==> src/rtl/mc_path_scheduler.sv <==
// Path/step sequencer for the Monte Carlo engine: issues engine loads, tracks indices, emits strobes.
// Optional per-step watchdog is built when MC_TIMEOUT_EN is defined.
module mc_path_scheduler #(
  parameter int NUM_STEPS      = 4,
  parameter int STEP_W         = 4,
  parameter int PATH_W         = 8,
  parameter int TIMEOUT_CYCLES = 64
) (
  input  logic              clk,
  input  logic              rst,
  input  logic              start,
  input  logic              abort,
  input  logic [PATH_W-1:0] cfg_paths,
  input  logic              engine_done,
  output logic              engine_load,
  output logic              busy,
  output logic [STEP_W-1:0] step_idx,
  output logic [PATH_W-1:0] path_idx,
  output logic              step_valid,
  output logic              path_valid,
  output logic              done,
  output logic              aborted,
  output logic              timeout_err
);

  typedef enum logic [2:0] {
    IDLE,
    ISSUE,
    WAIT_LO,
    WAIT_HI,
    FINISH
  } state_t;

  localparam logic [STEP_W-1:0] LAST_STEP = STEP_W'(NUM_STEPS - 1);
  localparam logic [PATH_W-1:0] ONE_PATH  = PATH_W'(1);

  state_t            state;
  logic [PATH_W-1:0] paths_lat;
  logic [PATH_W-1:0] last_path_idx;
  logic              last_step;
  logic              last_path;
  logic              wd_trip;

  assign last_path_idx = paths_lat - ONE_PATH;
  assign last_step     = (step_idx == LAST_STEP);
  assign last_path     = (path_idx == last_path_idx);

`ifdef MC_TIMEOUT_EN
  localparam int WD_W = $clog2(TIMEOUT_CYCLES + 1);

  logic [WD_W-1:0] wd_cnt;
  logic            in_wait;

  assign in_wait = (state == WAIT_LO) || (state == WAIT_HI);
  assign wd_trip = in_wait && (wd_cnt == WD_W'(TIMEOUT_CYCLES - 1));

  // ISSUE always precedes WAIT_LO, so clearing there restarts the count for every step
  always_ff @(posedge clk) begin
    if (rst) begin
      wd_cnt <= '0;
    end else if (state == ISSUE) begin
      wd_cnt <= '0;
    end else if (in_wait && !wd_trip) begin
      wd_cnt <= wd_cnt + 1'b1;
    end
  end
`else
  localparam int unused_timeout_cycles = TIMEOUT_CYCLES;

  assign wd_trip     = 1'b0;
  assign timeout_err = 1'b0;
`endif

  always_ff @(posedge clk) begin
    if (rst) begin
      state       <= IDLE;
      paths_lat   <= '0;
      engine_load <= 1'b0;
      busy        <= 1'b0;
      step_idx    <= '0;
      path_idx    <= '0;
      step_valid  <= 1'b0;
      path_valid  <= 1'b0;
      done        <= 1'b0;
      aborted     <= 1'b0;
`ifdef MC_TIMEOUT_EN
      timeout_err <= 1'b0;
`endif
    end else begin
      engine_load <= 1'b0;
      step_valid  <= 1'b0;
      path_valid  <= 1'b0;
      done        <= 1'b0;
      aborted     <= 1'b0;

      if (state != IDLE && abort) begin
        state   <= IDLE;
        busy    <= 1'b0;
        aborted <= 1'b1;
      end else if (wd_trip) begin
        state   <= IDLE;
        busy    <= 1'b0;
        aborted <= 1'b1;
`ifdef MC_TIMEOUT_EN
        timeout_err <= 1'b1;
`endif
      end else begin
        case (state)
          IDLE: begin
            if (start) begin
              busy      <= 1'b1;
              step_idx  <= '0;
              path_idx  <= '0;
              paths_lat <= cfg_paths;
`ifdef MC_TIMEOUT_EN
              timeout_err <= 1'b0;
`endif
              if (cfg_paths != '0) begin
                state       <= ISSUE;
                engine_load <= 1'b1;
              end else begin
                state <= FINISH;
              end
            end
          end

          // Indices advance one cycle late so they still name the completed step while step_valid is high
          ISSUE: begin
            state <= WAIT_LO;
            if (step_valid) begin
              if (last_step) begin
                step_idx <= '0;
                path_idx <= path_idx + 1'b1;
              end else begin
                step_idx <= step_idx + 1'b1;
              end
            end
          end

          WAIT_LO: begin
            if (!engine_done) begin
              state <= WAIT_HI;
            end
          end

          WAIT_HI: begin
            if (engine_done) begin
              step_valid <= 1'b1;
              if (last_step) begin
                path_valid <= 1'b1;
                if (last_path) begin
                  state <= FINISH;
                end else begin
                  state       <= ISSUE;
                  engine_load <= 1'b1;
                end
              end else begin
                state       <= ISSUE;
                engine_load <= 1'b1;
              end
            end
          end

          FINISH: begin
            done  <= 1'b1;
            busy  <= 1'b0;
            state <= IDLE;
            if (step_valid) begin
              step_idx <= '0;
            end
          end

          default: begin
            state <= IDLE;
            busy  <= 1'b0;
          end
        endcase
      end
    end
  end

endmodule

==> config.mk <==
export PLATFORM = sky130hd
export DESIGN_NAME = mc_path_scheduler
export DESIGN_NICKNAME = d
export VERILOG_FILES = /design/src/rtl/mc_path_scheduler.sv
export SDC_FILE = /design/constraint.sdc
export NUM_CORES = 1
export LEC_CHECK = 0
export CORE_MARGIN = 3
export CORE_UTILIZATION = 30
export CTS_BUF_LIST = sky130_fd_sc_hd__clkbuf_2
export CTS_CLUSTER_SIZE = 16
export DETAILED_ROUTE_END_ITERATION = 6
export SYNTH_ARGS = -nofsm -noshare
export SYNTH_HDL_FRONTEND = slang
export SYNTH_SLANG_ARGS = --single-unit
export TNS_END_PERCENT = 100
==> constraint.sdc <==
create_clock -name clk -period 5.1 [get_ports clk]
set_clock_uncertainty 0.2 [all_clocks]
set_input_delay 1.275 -clock clk [delete_from_list [all_inputs] [get_ports clk]]
set_output_delay 1.275 -clock clk [all_outputs]
set_load 0.005 [all_outputs]
======== Word-level counts from Yosys, hierarchy flattened ========
Index checks and enable logic that the tools add are counted.
operators by class
  reduce and logical (&&, ||, !) cells .... 15
  equal/unequal tests ..................... 12
  muxes and demuxes ....................... 28
  bitwise operators ....................... 4
  add/subtract/negate cells ............... 3
operator list
  kind                                                                   number
  8-bit 2-to-1 mux                                                       3
  3-bit 2-to-1 mux                                                       6
  4-bit 2-to-1 mux                                                       4
  8-bit case mux with 2 select lines                                     1
  2-bit != test, second input constant                                   6
  3-bit case mux with 4 select lines                                     1
  4-bit case mux with 3 select lines                                     1
  1-bit 2-to-1 mux                                                       10
  5-bit AND reduction                                                    2
  8-bit by 1-bit adder with 8-bit output, second input constant          1
  8-bit equality test                                                    1
  8-bit nonzero test                                                     1
  8-bit by 1-bit subtractor with 8-bit output, second input constant     1
  3-bit by 2-bit equality test with 1-bit output, second input constant  2
  3-bit AND reduction                                                    2
  3-bit nonzero test                                                     2
  3-bit OR reduction                                                     2
  4-bit by 1-bit adder with 4-bit output, second input constant          1
  4-bit by 2-bit equality test with 1-bit output, second input constant  1
  1-bit NOT                                                              4
  1-bit case mux with 2 select lines                                     2
  4-bit OR reduction                                                     1
  3-bit by 1-bit equality test with 1-bit output, second input constant  1
  3-bit equality test, second input constant                             1
  other kinds (5)                                                        5
word-level totals
  output and inout bits ................... 19
  flip-flop bits (word level) ............. 29
  word-level logic and storage cells ...... 72

======== Logic depth before layout (Yosys ltp) ========
  depth after elaboration ................. 6
  mapped depth ............................ 7

======== Worst setup path after synthesis ========
No wires, ideal clock.
  kind .................................... input-to-reg
  start ................................... input abort
  end ..................................... register path_idx[5]
  path buffers ............................ 0
  library setup time ...................... 0.124 ns
  stages on the path ...................... 5
  arrival time ............................ 2.194 ns
  slack ................................... 2.581 ns
  required time ........................... 4.776 ns
  path through ............................ nand3b_1 > o21ai_4 > nor4b_1 > xnor2_1 > nor2_1
between the ends
  longest elaborated chain between the ends .. 3
ends and longest elaborated chain
  item                                  line  source
  start, declared                       12    input logic abort,
  1-bit logical AND                     96    if (state != IDLE && abort) begin
  1-bit NOT (no source line)            n/a
  5-bit AND reduction (no source line)  n/a
  end signal, assigned                  133   path_idx <= path_idx + 1'b1;
  end, declared                         18    output logic [PATH_W-1:0] path_idx,
No other way between the ends.
A chain may end at the register's enable or synchronous reset.

======== Worst setup path after layout ========
  start ................................... register path_idx[2]
  end ..................................... output path_idx[2]
No word-level cell between the ends.

==> impl_metrics.ini <==
[synthesis]
syn_inst = 177
synth_edf_count = 0
synth_top_area_share_pct = 39.06
syn_nets = 193
synth_top_flop_cell = dfxtp_1
synth.distinct_cells = 39
yosysWarnings = 0
netlist_area_um2 = 1486
synthTopCellsByArea = dfxtp_1 (39%), nand2_1 (6.8%), xnor2_1 (5.3%)
synth_area_leader_cell = dfxtp_1
synth_common_cells = dfxtp_1 (29), nand2_1 (27), nor2_1 (16)
avgSynthCellArea_um2 = 8.398
synth-seq-area-share_pct = 39.06
async_flop_share_pct = 0
ys_seq_elements = 29
synth.most_common_cell = dfxtp_1

[worst_setup_path]
cp.arrival_ns = 1.41
path_delay_family = buffers and inverters
reg2reg_slack_ns = 2.72
worstPathRequired_ns = 3.62
critical_path_class = reg -> out
endpoint_kind = output pin
cp_cell_sequence = clkdlybuf4s50_1
cp_slowest_cell = clkdlybuf4s50_1
slowest_delay_ns = 0.56
cp_max_fo = 8
cp.buffers_inverters = 1
startpoint_type = flip-flop

[floorplan]
start_util_pct = 32.57
pin_count = 32
die_w_um = 76.39
core_area_um2 = 4564
fp.dieH_um = 76.39
num_rows = 24
dieArea_um2 = 5835

[place]
place_inst = 265
finalWeightedCongestion = 0.7932
dp_hpwl_mm = 2.504
dpl_worst_slack_ns = 1.881
io_buffers = 30

[grt]
grt_pass1_wl_mm = 5.230
grt_use_total_pct = 11.19
antenna_found_initial = 0
gr-total-overflow = 0
first_global_vias = 1092
grtUsageMet3_pct = 3.783
grt_max_degree = 20
top_usage_layer = met1
met1_usage_pct = 15.56
grt_use_met2_pct = 15.47

[power]
cellPowerDensity_nw_per_um2 = 227.0
power.leakage_nw = 0.6746
ir_worst_vdd_v = 0.00009006

[cells_and_area]
fillCellCount = 508
nNetsFinal = 223
final_cells = 273
synthToLayoutAreaGrowth_pct = 26.35
drive_above_1_share_pct = 7.692
diodes = 0
multiInputGateArea_um2 = 860.8
seq_area_um2 = 580.6
final_core_util_pct = 41.15

[timing]
fin_tns_setup_ns = 0
setup_violations = 0
fin_hold_ws_ns = 0.2779
fin_crit_ns = 2.881
fmax_ghz = 0.3471
slew-limit-headroom_pct = 55.40
finalCritPeriodShare_pct = 56.49
worstMarginPinSlew_ns = 0.6668
hold_viol = 0
fin_ws_ns = 2.219
final_max_slew_viol_count = 0
rsz0062_at_grt = false

[clocking]
h-tree-depth = 2
clk_pin_slew_ns = 0.14
cts_made_buffers = 5
cts-root-buf = clkbuf_2
hold_buffers = 0
clk_path_buf_depth = 2
postCtsResizedCells = 0
tritoncts = yes
cts_setup_buffers = 0
cts.sinks = 29
worstSkewPairLatency_ns = 0.35

[route]
wirelength_mm = 3.187
drc = 0
drtPass1Iterations = 5
post_drt_wl_per_cell_um = 11.67
vias = 1298
ant_nets = 0
viasPerCell = 4.755
drt_iter0_drc = 74

[min_path]
holdCritPathClass = reg -> reg

[run_status]
outcome = complete, no violations

[flow_run]
drv_cap = 0
[final cells by class]
cell class	instances	share of cell area [%]
clock buffers	8	2.132
inverters	4	0.7995
multi-input cells	137	45.84
flip-flops and latches	29	30.91
well taps	65	4.330
repair buffers	30	15.99
[sequential cells by signal (all words and copies together), names as in the netlist]
name	count
path_idx	8
paths_lat	8
step_idx	4
state	3
aborted	1
busy	1
done	1
engine_load	1
path_valid	1
step_valid	1
[layout by cell type (no fill, tap or decap), drive strengths merged, types with 2 or more instances in the layout]
cell,Yosys,final
clkdlybuf4s50,0,30
dfxtp,29,29
nand2,27,27
nor2,16,16
a21oi,14,14
xor2,9,9
xnor2,9,9
clkbuf,6,8
nand2b,5,5
nor3,5,5
inv,4,4
nand4,4,4
o211ai,4,4
nand3,4,4
o21ai,4,4
or2,3,3
nand3b,3,3
nor4,3,3
nor4b,3,3
ha,3,3
a31oi,2,2
and3,2,2
nor3b,2,2
or4,2,2
[through the flow]
stage / power, W / area (um^2)
detailed placement: 0.0003176 / 1838
global placement: 0.0003172 / 1838
finish: 0.0004263 / 1878
global route: 0.0004504 / 1878
CTS: 0.0004311 / 1878
floorplan: 0.0002937 / 1486
[path summary, 6_finish.rpt]
path / to / cells past startpoint / from
worst max-delay path: path_idx[2] / 1 / path_idx[2]$_SDFFE_PP0P_
worst min-delay path: paths_lat[7]$_SDFFE_PP0P_ / 2 / paths_lat[7]$_SDFFE_PP0P_
worst max register to register: engine_load$_SDFF_PP0_ / 6 / step_idx[0]$_SDFFE_PP0P_
worst min register to register: paths_lat[7]$_SDFFE_PP0P_ / 2 / paths_lat[7]$_SDFFE_PP0P_
[per-layer routing]
| metal | vias up | share of wire, % | wire length, um |
|---|---|---|---|
| met5 | - | 0 | 0 |
| met4 | 0 | 1.2 | 38 |
| met3 | 5 | 4.6 | 146 |
| met2 | 31 | 43 | 1382 |
| met1 | 590 | 51 | 1620 |
| li1 | 672 | - | - |
[cells by family after synthesis]
family          share of synthesized area, %
simple gates                           30.89
buf+inv                                3.030
xor+xnor                               10.61
compound gates                         13.64
flops                                  39.06
fa+ha+maj                              2.526
other cells                           0.2523
[report_power, final]
group          internal, W  leakage, nW  switching, W
combinational    0.0000340        0.405     0.0000349
sequential        0.000234        0.236    0.00000896
clock            0.0000405       0.0332     0.0000738
(Power assumes the default switching activity.)
